## src/rtl/shift_unit_arbiter.sv

```systemverilog
// shift_unit_arbiter: round-robin sharing of one external shifter between two requesters
module shift_unit_arbiter #(
    parameter int N = 32
) (
    input  logic         clk,
    input  logic         rst,
    input  logic         req0_valid,
    output logic         req0_ready,
    input  logic [N-1:0] req0_x,
    input  logic [N-1:0] req0_y,
    input  logic [1:0]   req0_op,
    input  logic         req1_valid,
    output logic         req1_ready,
    input  logic [N-1:0] req1_x,
    input  logic [N-1:0] req1_y,
    input  logic [1:0]   req1_op,
    output logic         rsp0_valid,
    output logic         rsp1_valid,
    output logic [N-1:0] rsp_z,
    output logic         rsp_err,
    output logic [N-1:0] shf_x,
    output logic [N-1:0] shf_y,
    output logic [1:0]   shf_op,
    input  logic [N-1:0] shf_z,
    output logic         busy
);
    typedef enum logic [1:0] {IDLE, EXEC, RESP} state_t;
    state_t state;
    logic last_grant, owner, err;
    logic [N-1:0] x_r, y_r, result;
    logic [1:0] op_r;
    logic idle, illegal;
    always_comb begin
        idle = state == IDLE;
        illegal = op_r == 2'b11;
        req0_ready = idle && req0_valid && (!req1_valid || last_grant);
        req1_ready = idle && req1_valid && (!req0_valid || !last_grant);
        busy = !idle;
        shf_x = idle ? '0 : x_r;
        shf_y = idle ? '0 : y_r;
        shf_op = (idle || illegal) ? 2'b00 : op_r;
        rsp0_valid = state == RESP && !owner;
        rsp1_valid = state == RESP && owner;
        rsp_z = state == RESP ? result : '0;
        rsp_err = state == RESP && err;
    end
    always_ff @(posedge clk) begin
        if (rst) begin
            state <= IDLE;
            last_grant <= 1'b1;
            owner <= 1'b0;
            err <= 1'b0;
            x_r <= '0;
            y_r <= '0;
            op_r <= '0;
            result <= '0;
        end else begin
            case (state)
                IDLE: if (req0_ready || req1_ready) begin
                    owner <= req1_ready;
                    x_r <= req1_ready ? req1_x : req0_x;
                    y_r <= req1_ready ? req1_y : req0_y;
                    op_r <= req1_ready ? req1_op : req0_op;
                    state <= EXEC;
                end
                EXEC: begin
                    result <= illegal ? '0 : shf_z;
                    err <= illegal;
                    state <= RESP;
                end
                default: begin
                    last_grant <= owner;
                    state <= IDLE;
                end
            endcase
        end
    end
endmodule

```

## config.mk

```make
export PLATFORM = sky130hd
export DESIGN_NAME = shift_unit_arbiter
export DESIGN_NICKNAME = d
export VERILOG_FILES = /design/src/rtl/shift_unit_arbiter.sv
export SDC_FILE = /design/constraint.sdc
export NUM_CORES = 1
export LEC_CHECK = 0
export BUFFER_PORTS_ARGS = -buffer_cell sky130_fd_sc_hd__clkbuf_2
export CORE_MARGIN = 2
export CORE_UTILIZATION = 34
export DETAILED_ROUTE_END_ITERATION = 8
export GPL_TIMING_DRIVEN = 0
export SYNTH_ARGS = -nofsm -noshare
export SYNTH_HDL_FRONTEND = slang
export SYNTH_SLANG_ARGS = --single-unit
```

## constraint.sdc

```tcl
create_clock -name clk -period 2 [get_ports clk]
set_input_delay 0.1 -clock clk [delete_from_list [all_inputs] [get_ports clk]]
set_output_delay 0.1 -clock clk [all_outputs]
set_load 0.01 [all_outputs]
```

==> reports/results.ini <==
[floorplanning]
num_io_pins=272
core_um2=15800
floorplan.initialDensity=0.346
rows=46
die_area_um2=17100
die_h_um=131
die_width_um=131

[worst_setup_path]
start_kind=flop
cpPeakStageDelay_ns=0.42
worstPathCellList=nor2_4 -> inv_2 -> buf_4 -> clkbuf_2 -> and2_1 -> clkbuf_2
r2r_start=last_grant$_SDFFE_PP1N_
reg2reg_depth=5
r2r_setup_slack_ns=0.24
worst_ep_arrival_time_ns=1.80
cp_max_fo=10
crit_path_top_delay_cell=dfxtp_1
crit_top_cell=clkbuf_2
worst_r2r_endpoint=y_r[20]$_SDFFE_PP0P_
end_kind=output pin
critPathKind=flop to output pin
worstPathRequired_ns=1.90

[route]
dr.pass1.iters=4
wl_per_cell_um=17.0
antenna_left=0
drt_first_iter_violations=276
vias=6249
routed_wl_um=20600
viasPerCell=5.17
drc=0

[clocking]
clk_latency_ns=0.35
clk_pin_slew_ns=0.07
cts_tree=yes
cts.sinks=103
clock_path_buffers=2
clockRootBuffer=clkbuf_16
cts_buffers=9
h-tree-depth=3
cts_setup_buffers=0

[timing]
rsz0062_at_grt=yes
worst_slew_pin_slew_ns=0.713
hold_ws_ns=0.00435
skew_ns=0.00597
fin_crit_ns=1.90
finalMaxSlewViolations=0
final_hold_viol_count=0
slew-limit-headroom=0.525
setup_violations=0
max_freq_mhz=526
layout_worst_path_cycle_share=0.950

[placement]
place_inst=1164
gp_congestion=0.877
port_buffers=269
dp_hpwl_um=15300

[power_and_ir_drop]
swShare=0.304
power_uw=5800
p_int_uw=4030
power_density_nw_per_um2=750
clock_power_share=0.339
ir_drop_v=0.000436
seqPwrFrac=0.407
switching_power_uw=1760
p_comb_frac=0.255
leakagePower_uw=0.00329

[synthesis]
seq_area_frac_synth=0.378
synth_edf_count=0
synth_seq_cells=103
yosysUniqueCellTypes=27
async_flop_share=0
synth_area_um2=5460
synth.avg_cell_area_um2=8.04
synth_fp_nets=847
yosys_warnings=0
synth-main-ff-cell=dfxtp_1
syn_inst=679

[finish]
final_core_util=0.490
layout.cells.non_filler=1209
fin_nets=1156
nFillCells=1641
n_antenna_cell=0
syn_to_final_growth_pct=41.5
drive_gt1_frac=0.340

[global_route]
grt_usage=0.230
grt_first_pass_wirelength_um=30600
grt-ovfl-total=0
grt_max_degree=20
grt_pass1_vias=6122
antenna_found_initial=0

[hold_path]
hold_depth=3
hold_path_class=input pin to flop
min_from=shf_z[31]
hold_end=result[31]$_SDFFE_PP0N_

[run_status]
outcome=completed

[flow_run]
cap_violations=0

-- power by group through the flow --
| stage | clock network [uW] | logic (uW) | registers [uW] |
|---|---|---|---|
| after floorplan | 0 | 892 | 2370 |
| after global placement | 0 | 1420 | 2390 |
| after detailed placement | 0 | 1420 | 2400 |
| after CTS | 1980 | 1480 | 2350 |
| after global routing | 2060 | 1620 | 2380 |
| final | 1960 | 1480 | 2360 |
-- what timing repair did --
action                                  CTS  global route
endpoints found under the hold margin    30             0
resized for setup                        11            14
hold buffers                             30             0
cloned                                    0             0
endpoints found under the setup margin   90            86
-- routing by layer --
metal | up-vias | part of all wire | track usage | wire [um]
met2 | 260 | 0.49 | 0.403 | 10000
met4 | 0 | 0.017 | 0.0713 | 353
met3 | 23 | 0.074 | 0.0586 | 1520
met1 | 2838 | 0.42 | 0.277 | 8690
li1 | 3128 | - | - | -
met5 | - | 0 | 0 | 0
-- registers in the layout, indices dropped and copies added (netlist names) --
register    flops
result         32
op_r            2
y_r            32
owner           1
state           2
x_r            32
err             1
last_grant      1
-- Yosys cell counts, drive strengths merged (3+ instances only) --
cell      n  area share
a311oi   66        0.13
inv       5      0.0034
nand3    33       0.030
nor2      3      0.0025
clkbuf   73       0.050
and2     99        0.11
a21oi    99       0.091
nand4    66       0.076
buf      18       0.025
nand2    35       0.024
o21ai    67       0.061
dfxtp   103        0.38
nor2b     3      0.0034
-- final cells by class --
cell class	instances	area [um2]	area share
clock buffer	13	260	0.0337
inverter	5	18.8	0.00243
multi-input combinational	480	2980	0.385
tap	216	270	0.0350
timing repair buffer	299	1650	0.213
buffer	90	428	0.0554
sequential	103	2060	0.267
clock inverter	3	65.1	0.00842
-- cell usage in the layout, fill, tap and decap left out, types with 6 or more instances in the layout --
cell | netlist | routed
dlygate4sd3_1 | 0 | 30
nand2_1 | 35 | 35
nand4_1 | 66 | 66
o21ai_1 | 7 | 7
clkbuf_16 | 0 | 9
a21oi_1 | 99 | 99
clkbuf_2 | 0 | 278
dfxtp_1 | 103 | 102
clkbuf_1 | 73 | 63
a311oi_1 | 45 | 45
a311oi_2 | 21 | 21
o21ai_0 | 60 | 60
buf_6 | 6 | 6
nand3_1 | 33 | 33
buf_2 | 7 | 6
and2_1 | 98 | 98
-- worst max-delay path, delay by kind of cell (launching register included) --
kind,cells,cell delay [ns]
buffers and inverters,4,0.78
DFF,1,0.42
and+or+nand+nor,2,0.26
-- how the worst max path moves through the flow --
stage,start,end,depth (start not counted)
3_5_place_dp,state[1]$_SDFFE_PP0P_,y_r[28]$_SDFFE_PP0P_,6
3_3_place_gp,state[1]$_SDFFE_PP0P_,y_r[28]$_SDFFE_PP0P_,6
6_report,state[0]$_SDFFE_PP0P_,shf_x[30],6
2_1_floorplan,state[1]$_SDFFE_PP0P_,y_r[0]$_SDFFE_PP0P_,6
5_1_grt,state[0]$_SDFFE_PP0P_,shf_x[30],6
4_1_cts,state[1]$_SDFFE_PP0P_,shf_x[4],6
-- kinds of logic after synthesis --
family	synth area share
and+or+nand+nor	0.256
AOI/OAI and AO/OA	0.288
DFF	0.378
buffers and inverters	0.0786
-- through the flow --
stage          area, um2  setup TNS, ns  worst slack (ns)
5_1_grt             7730       -0.00218          -0.00218
3_3_place_gp        7080        -0.0572           -0.0572
4_1_cts             7710              0          0.000704
2_1_floorplan       5460              0             0.577
6_report            7730              0             0.100
3_5_place_dp        7080         -0.140           -0.0773
No activity file was read; power rests on OpenSTA's default activity.
